==> src/rtl/imem_loader_pkg.sv <==
// Shared types and constants for the instruction memory boot loader.
package imem_loader_pkg;

  typedef enum logic [2:0] {
    IDLE,
    LEN0,
    LEN1,
    DATA,
    CSUM,
    DONE,
    ERR
  } state_t;

  localparam int BYTES_PER_WORD = 4;
  localparam int WORD_SHIFT     = 2;

  typedef logic [15:0] len_t;

endpackage

==> src/rtl/word_assembler.sv <==
// Collects four LSB-first bytes into a 32-bit word and emits a registered
// one-cycle strobe in the cycle after the fourth byte is accepted.
module word_assembler
  import imem_loader_pkg::*;
(
  input  logic        clk,
  input  logic        rst,
  input  logic        clear,
  input  logic        en,
  input  logic [7:0]  byte_in,
  output logic [31:0] word,
  output logic        word_valid,
  output logic        word_last
);

  localparam logic [1:0] LastLane = 2'(BYTES_PER_WORD - 1);

  logic [1:0]  lane_reg;
  logic [23:0] sr_reg;
  logic [31:0] word_reg;
  logic        valid_reg;

  assign word_last  = en & (lane_reg == LastLane);
  assign word       = word_reg;
  assign word_valid = valid_reg;

  always_ff @(posedge clk or posedge rst) begin
    if (rst) begin
      lane_reg  <= '0;
      sr_reg    <= '0;
      word_reg  <= '0;
      valid_reg <= 1'b0;
    end else begin
      valid_reg <= word_last;
      if (clear) begin
        lane_reg <= '0;
      end else if (en) begin
        lane_reg <= lane_reg + 2'd1;
        // Newest byte enters at the top so b0 ends up in the low lane.
        sr_reg   <= {byte_in, sr_reg[23:8]};
        if (word_last) begin
          word_reg <= {byte_in, sr_reg};
        end
      end
    end
  end

endmodule

==> src/rtl/imem_loader.sv <==
// Frame parser for the boot image: length header, data words, XOR checksum.
// Holds the core in reset until a checksum-valid image has been written.
module imem_loader
  import imem_loader_pkg::*;
#(
  parameter int NumInst = 32
) (
  input  logic        clk,
  input  logic        rst,
  input  logic        start,
  input  logic [7:0]  byte_in,
  input  logic        byte_valid,
  output logic        byte_ready,
  output logic        imem_we,
  output logic [31:0] imem_addr,
  output logic [31:0] imem_wdata,
  output logic        core_rst,
  output logic        done,
  output logic        error
);

  localparam int   IdxW   = $clog2(NumInst + 1);
  localparam len_t MaxLen = len_t'(NumInst);

  state_t          state_reg, state_next;
  len_t            len_reg;
  logic [7:0]      len_lo_reg;
  logic [IdxW-1:0] idx_reg;
  logic [7:0]      xor_reg;
  logic [31:0]     addr_reg;

  logic xfer, begin_load, data_en, word_last, last_word;
  len_t count, idx_ext;

  assign byte_ready = (state_reg == LEN0) || (state_reg == LEN1) ||
                      (state_reg == DATA) || (state_reg == CSUM);
  assign core_rst   = (state_reg != DONE);
  assign done       = (state_reg == DONE);
  assign error      = (state_reg == ERR);

  assign xfer       = byte_valid & byte_ready;
  assign begin_load = start & ((state_reg == IDLE) || (state_reg == DONE) ||
                               (state_reg == ERR));
  assign data_en    = xfer & (state_reg == DATA);
  assign count      = {byte_in, len_lo_reg};
  assign idx_ext    = len_t'(idx_reg);
  assign last_word  = ((idx_ext + 16'd1) == len_reg);
  assign imem_addr  = addr_reg;

  word_assembler u_asm (
    .clk        (clk),
    .rst        (rst),
    .clear      (begin_load),
    .en         (data_en),
    .byte_in    (byte_in),
    .word       (imem_wdata),
    .word_valid (imem_we),
    .word_last  (word_last)
  );

  always_comb begin
    state_next = state_reg;
    case (state_reg)
      IDLE, DONE, ERR: if (start) state_next = LEN0;
      LEN0:            if (xfer) state_next = LEN1;
      LEN1: begin
        if (xfer) begin
          if (count == '0)         state_next = CSUM;
          else if (count > MaxLen) state_next = ERR;
          else                     state_next = DATA;
        end
      end
      DATA:            if (word_last && last_word) state_next = CSUM;
      CSUM:            if (xfer) state_next = (byte_in == xor_reg) ? DONE : ERR;
      default:         state_next = IDLE;
    endcase
  end

  always_ff @(posedge clk or posedge rst) begin
    if (rst) begin
      state_reg  <= IDLE;
      len_reg    <= '0;
      len_lo_reg <= '0;
      idx_reg    <= '0;
      xor_reg    <= '0;
      addr_reg   <= '0;
    end else begin
      state_reg <= state_next;
      if (begin_load) begin
        idx_reg <= '0;
        xor_reg <= '0;
      end else if (xfer) begin
        xor_reg <= xor_reg ^ byte_in;
        if (state_reg == LEN0) len_lo_reg <= byte_in;
        if (state_reg == LEN1) len_reg    <= count;
        // Address is latched alongside the word so it is valid with imem_we.
        if (word_last) begin
          addr_reg <= 32'(idx_reg) << WORD_SHIFT;
          idx_reg  <= idx_reg + 1'b1;
        end
      end
    end
  end

endmodule

==> config.mk <==
export PLATFORM = sky130hd
export DESIGN_NAME = imem_loader
export DESIGN_NICKNAME = d
export VERILOG_FILES = /design/src/rtl/imem_loader_pkg.sv /design/src/rtl/word_assembler.sv /design/src/rtl/imem_loader.sv
export SDC_FILE = /design/constraint.sdc
export NUM_CORES = 1
export LEC_CHECK = 0
export ABC_CLOCK_PERIOD_IN_PS = 8250
export CORE_ASPECT_RATIO = 1.4
export CORE_MARGIN = 1.5
export CORE_UTILIZATION = 45
export CTS_CLUSTER_DIAMETER = 60
export DETAILED_ROUTE_END_ITERATION = 7
export DONT_BUFFER_PORTS = 1
export GPL_ROUTABILITY_DRIVEN = 0
export HOLD_SLACK_MARGIN = 0.1
export PLACE_DENSITY = 0.6
export SETUP_SLACK_MARGIN = 0.5
export SYNTH_ARGS = -nofsm -noshare
export SYNTH_HDL_FRONTEND = slang
export SYNTH_SLANG_ARGS = --single-unit
==> constraint.sdc <==
create_clock -name clk -period 8.25 [get_ports clk]
set_input_delay 1.65 -clock clk [delete_from_list [all_inputs] [get_ports clk]]
set_output_delay 1.65 -clock clk [all_outputs]
set_load 0.005 [all_outputs]
# == Yosys cells after proc, flatten, opt, wreduce, memory -nomap -nowiden ==
# Cells that the tools add are included.
# totals
register_bits,106
input_bits,12
output_inout_bits,69
# op_classes
add_sub_neg,3
magnitude_cmp,1
n_eq_ne,15
n_mux,16
n_bitwise,6
n_reduce_logical,19
# ops
op,n
$mux W3,7
$mux W6,3
$eq A7 B16 Y1,1
$gt A16 B6 Y1 const B,1
$logic_not A16 Y1,1
$mux W8,2
$pmux W3 S5,1
$reduce_and A3 Y1,4
$eq A3 B3 Y1 const B,3
$eq A8 B8 Y1,1
$ne A2 B2 Y1 const B,4
$xor A8 B8 Y8,1
$add A6 B1 Y7 const B,1
$add A6 B1 Y6 const B,1
$eq A3 B2 Y1 const B,2
$mux W2,3
$reduce_bool A2 Y1,3
$logic_or A1 B1 Y1,5
$reduce_and A5 Y1,1
$and A1 B1 Y1,4
$reduce_and A2 Y1,2
$eq A3 B1 Y1 const B,1
$logic_not A3 Y1,1
$ne A3 B3 Y1 const B,1
6 further kinds,6

# == Longest topological paths before layout ==
# Gate-level depths: netlist (run 1).
# logic_depth
ltp_word,10
depth_mapped,8

# == Modules after synthesis ==
# A second synthesis (run 1) with hierarchy kept.
# hier_totals
hier_cells,393
hier_area_um2,4966.0
# modules_own_cells
mod,n_inst,cells_per_inst,area_per_inst_um2,seq_area_each_um2
imem_loader,1,263,2630.0,1176.1
word_assembler,1,130,2336.0,1476.4

# == Worst setup path after synthesis (run 1) ==
# Ideal clock, no wire load.
# synth_path
path_type,input port to flip-flop
startpoint,in byte_in[6]
endpoint,reg state_reg[2]
setup_ns,0.127
arrival_time_ns,2.825
slack_ns,5.298
stages,6
path_buffers,1
path_cell_list,buf_6 > or4_4 > nor4_4 > nand3_1 > a22oi_1 > o21ai_1
# synth_via
elab_chain_cells,5
# synth_rtl
item,line,text
from (decl),imem_loader.sv:11,"input logic [7:0] byte_in,"
$gt A16 B6 Y1,imem_loader.sv:69,else if (count > MaxLen) state_next = ERR;
$mux W3,imem_loader.sv:69,
$mux W3 (*),imem_loader.sv:68,if (count == '0) state_next = CSUM;
$mux W3 (*),imem_loader.sv:67,if (xfer) begin
$pmux W3 S5 (*),imem_loader.sv:63,case (state_reg)
to (signal assigned),imem_loader.sv:88,state_reg <= state_next;
to (decl),imem_loader.sv:25,"state_t state_reg, state_next;"
# Every way passes the cells marked *; elsewhere a longest branch is shown, timed or not. The select of a mux whose other input is x is not followed.
# A chain may end at the register's enable or synchronous reset.

# == Final worst setup path (run 1) ==
# layout_path
startpoint,in byte_valid
endpoint,reg idx_reg[5]
# layout_via
elab_chain_cells,5
# layout_rtl
item,line,text
from (decl),imem_loader.sv:12,"input logic byte_valid,"
$and A1 B1 Y1 (*),imem_loader.sv:41,assign xfer = byte_valid & byte_ready;
$and A1 B1 Y1,imem_loader.sv:44,assign data_en = xfer & (state_reg == DATA);
$and A1 B1 Y1,word_assembler.sv:23,assign word_last = en & (lane_reg == LastLane);
$reduce_bool A2 Y1 (no line),-,
$reduce_and A2 Y1 (no line) (*),-,
to (signal assigned),imem_loader.sv:99,idx_reg <= idx_reg + 1'b1;
to (decl),imem_loader.sv:28,logic [IdxW-1:0] idx_reg;
# Every way passes the cells marked *; elsewhere a longest branch is shown, timed or not.

==> impl_metrics.tcl, run 1 <==
set metrics [dict create \
    multi_input_logic_area_um2 2010 \
    worst-setup-path-type "primary input to flip-flop" \
    remaining_drcs 0 \
    n_fill_cell 1040 \
    top_signal_layer_used "met4" \
    clock_power_share_pct 26.0 \
    worstPathCellList "and4b_1 > nand2_1 > inv_2 > nor2_2 > o21ai_0 > o31ai_1" \
    postSynthAreaPerCell_um2 9.43 \
    endpoint_kind "flip-flop" \
    first_global_vias 3256 \
    netlist_instances 520 \
    drive_gt1_share_pct 10.7 \
    p_seq_share_pct 49.7 \
    cts_buffers 9 \
    instances_no_fill 650 \
    die_w_um 91.2 \
    tightestPinTransition_ps 1070 \
    synth_enable_flop_cells 0 \
    route.final.wire_length_um 9930 \
    detailed_route_wire_length_per_cell_um 15.3 \
    power.switching_uw 564 \
    drt.antenna.violating_nets 0 \
    first_iter_violations 184 \
    clk_root_buffer_cell "sky130_fd_sc_hd__clkbuf_16" \
    worst_path_dominant_cell_family "simple AND/OR/NAND/NOR gates" \
    cts.path.max_buffers 2 \
    cts_setup_buffers 0 \
    critical_path_buf_inv_count 1 \
    run_status "finished, final reports clean" \
    netlist.top_cell.by_area "sky130_fd_sc_hd__dfrtp_1" \
    footprint_of_the_flip_flops_and_latches_um2 2650 \
    slew_viol_final 0 \
    die-height_um 127 \
    power_switching_share_pct 32.5 \
    vdd_ir_drop_max_v 0.000214 \
    drtPass1Iterations 4 \
    skew_ps 7.87 \
    coreArea_um2 10500 \
    p_total_mw 1.73 \
    placed_cells 634 \
    grt_max_degree 81 \
    h-tree-depth 3 \
    worstPathRequired_ps 8460 \
    postSynth.topFlopCell "sky130_fd_sc_hd__dfrtp_1" \
    slowest_delay_ps 890 \
    wl_met3_um 336 \
    clock_pin_transition_on_the_worst_setup_and_hold_timing_paths_ps 70 \
    final_hpwl_dp_um 6560 \
    setup_violations_final 0 \
    place.port_buffers 0 \
    synth-async-reset-ratio_pct 100 \
    die-area_um2 11500 \
    worstSetupStartpointType "primary input" \
    power_density_nw_per_um2 334 \
    gr-usage-all-layers_pct 18.3 \
    arrival_ps 3770 \
    cts_sinks 106 \
    grt_first_pass_wirelength_um 16600 \
    finalCritPeriodShare_pct 43.1 \
    cts_tree "yes" \
    synth_top_area_share_pct 54.1 \
    max_freq_mhz 281 \
    gr-total-overflow 0 \
    num-nets-final 521 \
    intPower_mw 1.17 \
    wl_on_met1_um 4310 \
    critical_path_peak_fanout 42 \
    yosysUniqueCellTypes 52 \
    timing.slew.headroom_pct 28.5 \
    met2RoutedLength_um 5090 \
    top_level_ports 81 \
    comb_power_share_pct 24.2 \
    post_synth_main_area_contributors "sky130_fd_sc_hd__dfrtp_1, sky130_fd_sc_hd__nand2_1, sky130_fd_sc_hd__mux2_2" \
    clk-insertion-delay-late_ps 350 \
    hold_fix_buffer_count_after_cts 0 \
    crit_slowest_cell "sky130_fd_sc_hd__and4b_1" \
    site_rows 44 \
    routed_via_density 5.07 \
    antenna_violations_before_repair 0 \
    period_needed_ps 3560 \
    ys_seq_elements 106 \
    syn-cell-area_um2 4900 \
    cts-resized-gates 0 \
    area_growth_syn_to_layout_pct 5.79 \
    fin_tns_setup_ps 0 \
    min_path_type "flip-flop to flip-flop" \
    initial_cell_density_of_the_core_pct 46.6 \
    power.leakage_nw 2.59 \
    n_antenna_cell 0 \
    grt_setup_unrepaired "no" \
    number_of_failing_hold_endpoints_at_the_final_stage 0 \
    yosys_warnings 0 \
    ys_seq_area_share_pct 54.1 \
    num_vias 3293 \
    largest_register_ffs 32 \
    maxCapViolCount 0 \
]
==> layout make-up <==
class | instances | area share (%)
clock buffer | 11 | 4.49
clock inverter | 5 | 1.52
inverter | 5 | 0.410
multi-input combinational | 382 | 38.7
sequential | 106 | 51.1
tap | 138 | 3.33
timing repair buffer | 3 | 0.434
==> synth_stat cells, types with 2 or more instances <==
| cell type | count |
|---|---|
| sky130_fd_sc_hd__a21oi_1 | 2 |
| sky130_fd_sc_hd__and3_1 | 2 |
| sky130_fd_sc_hd__buf_2 | 10 |
| sky130_fd_sc_hd__buf_4 | 27 |
| sky130_fd_sc_hd__buf_6 | 2 |
| sky130_fd_sc_hd__clkbuf_1 | 13 |
| sky130_fd_sc_hd__dfrtp_1 | 106 |
| sky130_fd_sc_hd__ha_1 | 2 |
| sky130_fd_sc_hd__inv_1 | 4 |
| sky130_fd_sc_hd__mux2_2 | 24 |
| sky130_fd_sc_hd__mux2i_1 | 3 |
| sky130_fd_sc_hd__nand2_1 | 202 |
| sky130_fd_sc_hd__nand2b_1 | 12 |
| sky130_fd_sc_hd__nand3_1 | 7 |
| sky130_fd_sc_hd__nand4_1 | 3 |
| sky130_fd_sc_hd__nor2_1 | 15 |
| sky130_fd_sc_hd__nor2_2 | 2 |
| sky130_fd_sc_hd__nor2b_1 | 2 |
| sky130_fd_sc_hd__nor3_1 | 4 |
| sky130_fd_sc_hd__nor3b_1 | 2 |
| sky130_fd_sc_hd__nor4_1 | 2 |
| sky130_fd_sc_hd__o2111ai_1 | 3 |
| sky130_fd_sc_hd__o21ai_0 | 11 |
| sky130_fd_sc_hd__o21ai_1 | 20 |
| sky130_fd_sc_hd__o31ai_1 | 3 |
| sky130_fd_sc_hd__or2_2 | 3 |
| sky130_fd_sc_hd__or4_1 | 2 |
| sky130_fd_sc_hd__xnor2_1 | 4 |
| sky130_fd_sc_hd__xor2_1 | 5 |
==> power by group through the flow <==
stage	clock network [mW]	registers, mW	logic [mW]
floorplan	0	0.804	0.404
global placement	0	0.866	0.414
detailed placement	0	0.874	0.427
CTS	0.462	0.864	0.429
global route	0.478	0.890	0.486
finish	0.451	0.862	0.420
==> logic make-up (layout without fill, tap and decap cells) <==
group,after synthesis,count (layout),synth area share [%]
multiplexers,28,28,6.43
AO/OA/AOI/OAI,49,49,6.18
flip-flops,106,106,54.1
adder cells (fa/ha/maj),2,2,0.510
buffers and inverters,57,24,6.99
XOR/XNOR,10,10,1.94
other,1,26,0.0765
AND/OR/NAND/NOR,267,267,23.8
==> worst register-to-register path: stages, from the launching register on <==
cell	delay, ps
sky130_fd_sc_hd__dfrtp_1	680
sky130_fd_sc_hd__and4b_1	1000
sky130_fd_sc_hd__nand2_1	200
sky130_fd_sc_hd__inv_2	580
sky130_fd_sc_hd__nor2_2	150
sky130_fd_sc_hd__o21ai_0	210
sky130_fd_sc_hd__o31ai_1	100
==> cells in the final DEF, fill, tap and decap left out, types with 2 or more instances in the layout <==
| cell | instances |
|---|---|
| sky130_fd_sc_hd__o21ai_1 | 20 |
| sky130_fd_sc_hd__nand4_1 | 3 |
| sky130_fd_sc_hd__buf_4 | 3 |
| sky130_fd_sc_hd__clkinv_2 | 2 |
| sky130_fd_sc_hd__o2111ai_1 | 3 |
| sky130_fd_sc_hd__nor2_2 | 2 |
| sky130_fd_sc_hd__xor2_1 | 5 |
| sky130_fd_sc_hd__o31ai_1 | 3 |
| sky130_fd_sc_hd__nor3_1 | 4 |
| sky130_fd_sc_hd__nor2b_1 | 2 |
| sky130_fd_sc_hd__clkbuf_1 | 2 |
| sky130_fd_sc_hd__nand2_1 | 202 |
| sky130_fd_sc_hd__clkbuf_16 | 9 |
| sky130_fd_sc_hd__mux2i_1 | 3 |
| sky130_fd_sc_hd__nand2b_1 | 12 |
| sky130_fd_sc_hd__nor4_1 | 2 |
| sky130_fd_sc_hd__ha_1 | 2 |
| sky130_fd_sc_hd__a21oi_1 | 2 |
| sky130_fd_sc_hd__nand3_1 | 7 |
| sky130_fd_sc_hd__or2_2 | 3 |
| sky130_fd_sc_hd__dfrtp_1 | 106 |
| sky130_fd_sc_hd__conb_1 | 26 |
| sky130_fd_sc_hd__mux2_2 | 24 |
| sky130_fd_sc_hd__and3_1 | 2 |
| sky130_fd_sc_hd__or4_1 | 2 |
| sky130_fd_sc_hd__nor2_1 | 15 |
| sky130_fd_sc_hd__bufinv_16 | 2 |
| sky130_fd_sc_hd__o21ai_0 | 11 |
| sky130_fd_sc_hd__inv_1 | 3 |
| sky130_fd_sc_hd__xnor2_1 | 4 |
==> path summary, 6_finish.rpt <==
check | slack [ps] | cells past startpoint | start | to
max | 4690 | 6 | byte_valid | idx_reg[5]$_DFFE_PP0P_
min | 470 | 2 | u_asm.sr_reg[7]$_DFFE_PP0P_ | u_asm.word[7]$_DFFE_PP0P_
max reg2reg | 5210 | 6 | state_reg[0]$_DFFE_PP0P_ | idx_reg[5]$_DFFE_PP0P_
min reg2reg | 470 | 2 | u_asm.sr_reg[7]$_DFFE_PP0P_ | u_asm.word[7]$_DFFE_PP0P_
max in group asynchronous | 5800 | 2 | rst | len_reg[10]$_DFFE_PP0P_
min in group asynchronous | 1140 | 1 | rst | u_asm.word[3]$_DFFE_PP0P_
==> metal layers <==
| layer | vias to the layer above | GRT usage [%] |
|---|---|---|
| met2 | 67 | 30.1 |
| met1 | 1597 | 23.5 |
| met3 | 15 | 4.32 |
| met4 | 0 | 7.08 |
| met5 | - | 0 |
| li1 | 1614 | - |
==> per-stage QoR <==
step	instance area [um2]	setup slack [ps]	utilization, %	hold WS (ps)
global placement	4880	4450	46.4	454
floorplan	5000	3810	-	439
finish	5190	4690	49.3	467
global route	5190	4400	49.3	490
detailed placement	4880	4340	46.4	455
CTS	5190	4680	49.3	470
No activity file was read; power rests on OpenSTA's default activity.
==> run 2, diff against run 1 <==
--- a/config.mk
+++ b/config.mk
@@ -5,7 +5,7 @@
 export SDC_FILE = /design/constraint.sdc
 export NUM_CORES = 1
 export LEC_CHECK = 0
-export ABC_CLOCK_PERIOD_IN_PS = 8250
+export ABC_CLOCK_PERIOD_IN_PS = 3590
 export CORE_ASPECT_RATIO = 1.4
 export CORE_MARGIN = 1.5
 export CORE_UTILIZATION = 45
==> constraint.sdc (replaced) <==
create_clock -name clk -period 3.59 [get_ports clk]
set_input_delay 0.718 -clock clk [delete_from_list [all_inputs] [get_ports clk]]
set_output_delay 0.718 -clock clk [all_outputs]
set_load 0.005 [all_outputs]
==> run 2 against run 1 <==
Against the previous run: hold slack worse by 71 ps; sequential share of layout area shrank 0.15 points; wire length grew 1.9%; first-iteration DRC count is 25% higher.
==> impl_metrics.tcl, run 2 (synthesis results as in run 1) <==
set metrics [dict create \
    final_hpwl_dp_um 6680 \
    drtPass1Iterations 4 \
    maxCapViolCount 0 \
    p_total_mw 3.96 \
    drt.antenna.violating_nets 0 \
    largest_register_ffs 32 \
    dpl_cell_area_um2 4900 \
    skew_ps 8.44 \
    timing.slew.headroom_pct 61.5 \
    slew_viol_final 0 \
    power.leakage_nw 2.59 \
    rr_endpoint "idx_reg[2]$_DFFE_PP0P_" \
    drive_gt1_share_pct 11.1 \
    die-area_um2 11500 \
    first_iter_violations 230 \
    min_path_type "primary input to async pin" \
    initial_cell_density_of_the_core_pct 46.6 \
    most-common-layout-cells "sky130_fd_sc_hd__nand2_1, sky130_fd_sc_hd__dfrtp_1, sky130_fd_sc_hd__conb_1" \
    power_density_nw_per_um2 760 \
    cts_sinks 106 \
    die_w_um 91.2 \
    r2r-start "state_reg[0]$_DFFE_PP0P_" \
    num-nets-final 523 \
    period_needed_ps 2250 \
    remaining_drcs 0 \
    grt_max_degree 107 \
    clock_pin_transition_on_the_worst_setup_and_hold_timing_paths_ps 70 \
    top_level_ports 81 \
    reg2reg_setup_slack_ps 1340 \
    gr-total-overflow 0 \
    route.final.wire_length_um 10100 \
    coreArea_um2 10500 \
    run_status "finished, final reports clean" \
    final_common_cell "sky130_fd_sc_hd__nand2_1" \
    grt_first_pass_wirelength_um 16900 \
    num_vias 3324 \
    cts_setup_buffers 0 \
    place.port_buffers 0 \
    cts.path.max_buffers 2 \
    worst-setup-path-type "flip-flop to flip-flop" \
    routed_via_density 5.10 \
    tightestPinTransition_ps 575 \
    number_of_failing_hold_endpoints_at_the_final_stage 0 \
    detailed_route_wire_length_per_cell_um 15.5 \
    site_rows 44 \
    timing.critical_path.from "state_reg[0]$_DFFE_PP0P_" \
    reg2reg_depth 7 \
    finalCritPeriodShare_pct 62.8 \
    antenna_violations_before_repair 0 \
    die-height_um 127 \
    worstPathRequired_ps 3870 \
    fin_tns_setup_ps 0 \
    worstSetupStartpointType "flip-flop" \
    first_global_vias 3178 \
    h-tree-depth 3 \
    vdd_ir_drop_max_v 0.000497 \
    hold_fix_buffer_count_after_cts 0 \
    cts_tree "yes" \
    arrival_ps 2530 \
    area_growth_syn_to_layout_pct 6.10 \
    n_antenna_cell 0 \
    cts-resized-gates 0 \
    endpoint_kind "flip-flop" \
    gr-usage-all-layers_pct 18.9 \
    clk-insertion-delay-late_ps 350 \
    cts_buffers 9 \
    postLayoutCellArea_um2 5200 \
    setup_violations_final 0 \
    max_freq_mhz 444 \
    clk_root_buffer_cell "sky130_fd_sc_hd__clkbuf_16" \
    grt_setup_unrepaired "no" \
    n_fill_cell 1007 \
    critical_path_peak_fanout 30 \
]
run 2: worst max path at each step:
stage	end	cells after the start
detailed placement	idx_reg[2]$_DFFE_PP0P_	7
CTS	idx_reg[2]$_DFFE_PP0P_	7
floorplan	state_reg[2]$_DFFE_PP0P_	6
global route	idx_reg[2]$_DFFE_PP0P_	7
finish	idx_reg[2]$_DFFE_PP0P_	7
global placement	idx_reg[2]$_DFFE_PP0P_	7
run 2: through the flow:
step / cells / setup WS, ps / utilization [%] / hold WS [ps]
after floorplan: 545 / 1570 / - / 439
after global placement: 636 / 1360 / 46.6 / 455
after detailed placement: 636 / 1330 / 46.6 / 458
after CTS: 652 / 1310 / 49.5 / 426
after global routing: 652 / 1080 / 49.5 / 456
final: 652 / 1340 / 49.5 / 395
run 2: metal layers:
layer / global-route usage, % / wire length (um) / vias up
li1: - / - / 1617
met2: 31.2 / 5140 / 65
met4: 9.01 / 251 / 0
met3: 3.36 / 334 / 12
met5: 0 / 0 / -
met1: 24.0 / 4390 / 1630
run 2: report_power, final:
group | total, mW | leakage, nW | internal (mW) | switching, mW
registers | 1.97 | 1.39 | 1.61 | 0.365
logic | 0.991 | 1.06 | 0.473 | 0.517
clock network | 0.994 | 0.143 | 0.561 | 0.433
run 2: critical path, stage by stage (launching register included):
cell and delay [ps]:
sky130_fd_sc_hd__dfrtp_1 650, sky130_fd_sc_hd__and4b_1 290, sky130_fd_sc_hd__buf_4 300, sky130_fd_sc_hd__nand2_1 130
sky130_fd_sc_hd__inv_2 290, sky130_fd_sc_hd__buf_4 320, sky130_fd_sc_hd__nand2_1 80, sky130_fd_sc_hd__o21ai_1 120
run 2: final cells by class:
cell class | count | area [um2] | share of cell area [%]
clock buffer | 12 | 246 | 4.74
tap | 138 | 173 | 3.32
timing repair buffer | 5 | 50.0 | 0.962
sequential | 106 | 2650 | 51.0
multi-input combinational | 382 | 2010 | 38.6
inverter | 5 | 22.5 | 0.433
clock inverter | 4 | 51.3 | 0.986
==> run 3, diff against run 2 <==
--- a/config.mk
+++ b/config.mk
@@ -5,7 +5,7 @@
 export SDC_FILE = /design/constraint.sdc
 export NUM_CORES = 1
 export LEC_CHECK = 0
-export ABC_CLOCK_PERIOD_IN_PS = 3590
+export ABC_CLOCK_PERIOD_IN_PS = 2029
 export CORE_ASPECT_RATIO = 1.4
 export CORE_MARGIN = 1.5
 export CORE_UTILIZATION = 45
@@ -14,7 +14,7 @@
 export DONT_BUFFER_PORTS = 1
 export GPL_ROUTABILITY_DRIVEN = 0
 export HOLD_SLACK_MARGIN = 0.1
-export PLACE_DENSITY = 0.6
+export PLACE_DENSITY = 0.62
 export SETUP_SLACK_MARGIN = 0.5
 export SYNTH_ARGS = -nofsm -noshare
 export SYNTH_HDL_FRONTEND = slang
==> constraint.sdc (replaced) <==
create_clock -name clk -period 2.03 [get_ports clk]
set_input_delay 0.406 -clock clk [delete_from_list [all_inputs] [get_ports clk]]
set_output_delay 0.406 -clock clk [all_outputs]
set_load 0.005 [all_outputs]
==> run 3 against run 2 <==
Against the previous run: via count up 8.3%; critical endpoint is now len_lo_reg[7]$_DFFE_PP0P_; cell count up 5.4%; fmax up 28%; critical path depth down 1; cell area up 10%; critical path type unchanged.
==> impl_metrics.tcl, run 3 (synthesis results as in run 1) <==
set metrics [dict create \
    die-height_um 127 \
    worst-setup-path-type "flip-flop to flip-flop" \
    maxCapViolCount 0 \
    arrival_ps 1980 \
    fin_tns_setup_ps 0 \
    dpl_cell_area_um2 5020 \
    run_status "finished, final reports clean" \
    placed_cells 644 \
    worstPathRequired_ps 2260 \
    r2r-start "state_reg[2]$_DFFE_PP0P_" \
    coreArea_um2 10500 \
    worstSetupStartpointType "flip-flop" \
    comb_power_share_pct 33.9 \
    cts_tree "yes" \
    number_of_failing_hold_endpoints_at_the_final_stage 0 \
    cts.path.max_buffers 2 \
    power.leakage_nw 2.86 \
    pre_cts_ws_ps 188 \
    cts_sinks 106 \
    power_density_nw_per_um2 1360 \
    globalRouteMet2Util_pct 33.4 \
    first_global_vias 3509 \
    intPower_mw 5.17 \
    initial_cell_density_of_the_core_pct 46.6 \
    site_rows 44 \
    tightestPinTransition_ps 563 \
    remaining_drcs 0 \
    endpoint_kind "flip-flop" \
    gr-total-overflow 0 \
    most-common-layout-cells "sky130_fd_sc_hd__nand2_1, sky130_fd_sc_hd__dfrtp_1, sky130_fd_sc_hd__o21ai_1" \
    grt_setup_unrepaired "yes" \
    finalCritPeriodShare_pct 86.4 \
    drtPass1Iterations 4 \
    clock_pin_transition_on_the_worst_setup_and_hold_timing_paths_ps 70 \
    area_growth_syn_to_layout_pct 17.1 \
    place.port_buffers 0 \
    max_freq_mhz 570 \
    power_switching_share_pct 33.8 \
    setup_violations_final 0 \
    instances_no_fill 687 \
    num_vias 3599 \
    gr-usage-met1_pct 24.8 \
    footprint_of_the_flip_flops_and_latches_um2 2660 \
    drt.antenna.violating_nets 0 \
    gr-usage-all-layers_pct 19.7 \
    period_needed_ps 1750 \
    routed_via_density 5.24 \
    vdd_ir_drop_max_v 0.000994 \
    worst_path_dominant_cell_family "buffers and inverters" \
    crit_slowest_cell "sky130_fd_sc_hd__dfrtp_1" \
    timing.critical_path.from "state_reg[2]$_DFFE_PP0P_" \
    antenna_violations_before_repair 0 \
    slew_viol_final 0 \
    critical_path_peak_fanout 8 \
    met3_usage_pct 4.92 \
    min_path_type "primary input to flip-flop" \
    skew_ps 8.47 \
    grt_first_pass_wirelength_um 18000 \
    h-tree-depth 3 \
    utilization_pct 54.6 \
    multi_input_logic_area_um2 2210 \
    first_iter_violations 208 \
    die-area_um2 11500 \
    worstPathCellList "buf_6 > buf_6 > buf_6 > nor4b_4 > buf_6 > mux2_2" \
    drive_gt1_share_pct 20.6 \
    num-nets-final 560 \
    busiest_layer "met2" \
    grt_max_degree 55 \
    clk_root_buffer_cell "sky130_fd_sc_hd__clkbuf_16" \
    route.final.wire_length_um 11300 \
    critical_path_buf_inv_count 4 \
    final_hpwl_dp_um 7110 \
    cpMostUsedCell "sky130_fd_sc_hd__buf_6" \
    n_fill_cell 950 \
    power.switching_mw 2.64 \
    n_antenna_cell 0 \
    die_w_um 91.2 \
    slowest_delay_ps 430 \
    final.setup.worst_slack_ps 276 \
    clock_power_share_pct 21.7 \
    p_seq_share_pct 44.3 \
    postLayoutCellArea_um2 5740 \
    clk-insertion-delay-late_ps 340 \
    largest_register_ffs 32 \
    cts_buffers 9 \
    timing.slew.headroom_pct 62.4 \
    top_level_ports 81 \
    final_common_cell "sky130_fd_sc_hd__nand2_1" \
    timing.hold.worst.start "byte_in[2]" \
    detailed_route_wire_length_per_cell_um 16.5 \
]
==> run 3: power by group through the flow <==
| stage | registers (mW) | clock network [mW] | logic [mW] |
|---|---|---|---|
| 2_1_floorplan | 3.27 | 0 | 1.71 |
| 3_5_place_dp | 3.51 | 0 | 1.89 |
| 6_report | 3.46 | 1.70 | 2.65 |
| 3_3_place_gp | 3.47 | 0 | 1.82 |
| 5_1_grt | 3.55 | 1.82 | 2.94 |
| 4_1_cts | 3.49 | 1.73 | 2.31 |
==> run 3: layout make-up <==
cell class / instances / share of cell area, %
clock buffer: 10 / 3.99
multi-input combinational: 384 / 38.4
inverter: 5 / 0.479
tap: 138 / 3.01
timing repair buffer: 40 / 6.84
sequential: 106 / 46.3
clock inverter: 4 / 0.958
==> run 3: metal layers <==
layer  wire length, um  vias to the layer above
met5                 0                        -
met4               190                        0
met3               415                       10
met2              5930                       87
met1              4800                     1808
li1                  -                     1694
==> run 3: worst paths after layout <==
check	slack (ps)	endpoint	cells past startpoint
max	280	len_lo_reg[7]$_DFFE_PP0P_	6
min	170	u_asm.word[26]$_DFFE_PP0P_	2
max reg2reg	280	len_lo_reg[7]$_DFFE_PP0P_	6
min reg2reg	480	u_asm.word[7]$_DFFE_PP0P_	2
max in group asynchronous	780	u_asm.word[15]$_DFFE_PP0P_	3
min in group asynchronous	600	imem_addr[7]$_DFFE_PP0P_	2
==> run 3: timing repair <==
action / 4_1_cts / 5_1_grt
cloned: 2 / 3
endpoints found under the hold margin: 21 / 0
pin swaps: 21 / 9
gates resized for setup: 43 / 31
hold buffers: 1 / 0
setup buffers: 17 / 6
setup endpoints to repair: 106 / 80
==> run 3: worst reg2reg max path: stages, from the launching register on <==
cell                      delay, ps
sky130_fd_sc_hd__dfrtp_1        430
sky130_fd_sc_hd__buf_6          140
sky130_fd_sc_hd__buf_6          130
sky130_fd_sc_hd__buf_6          110
sky130_fd_sc_hd__nor4b_4        290
sky130_fd_sc_hd__buf_6          190
sky130_fd_sc_hd__mux2_2         350
==> run 3: stage by stage <==
step           power (mW)  hold slack (ps)
2_1_floorplan        4.98              439
3_3_place_gp         5.29              374
3_5_place_dp         5.40              365
4_1_cts              7.53              160
5_1_grt              8.31              163
6_report             7.81              166
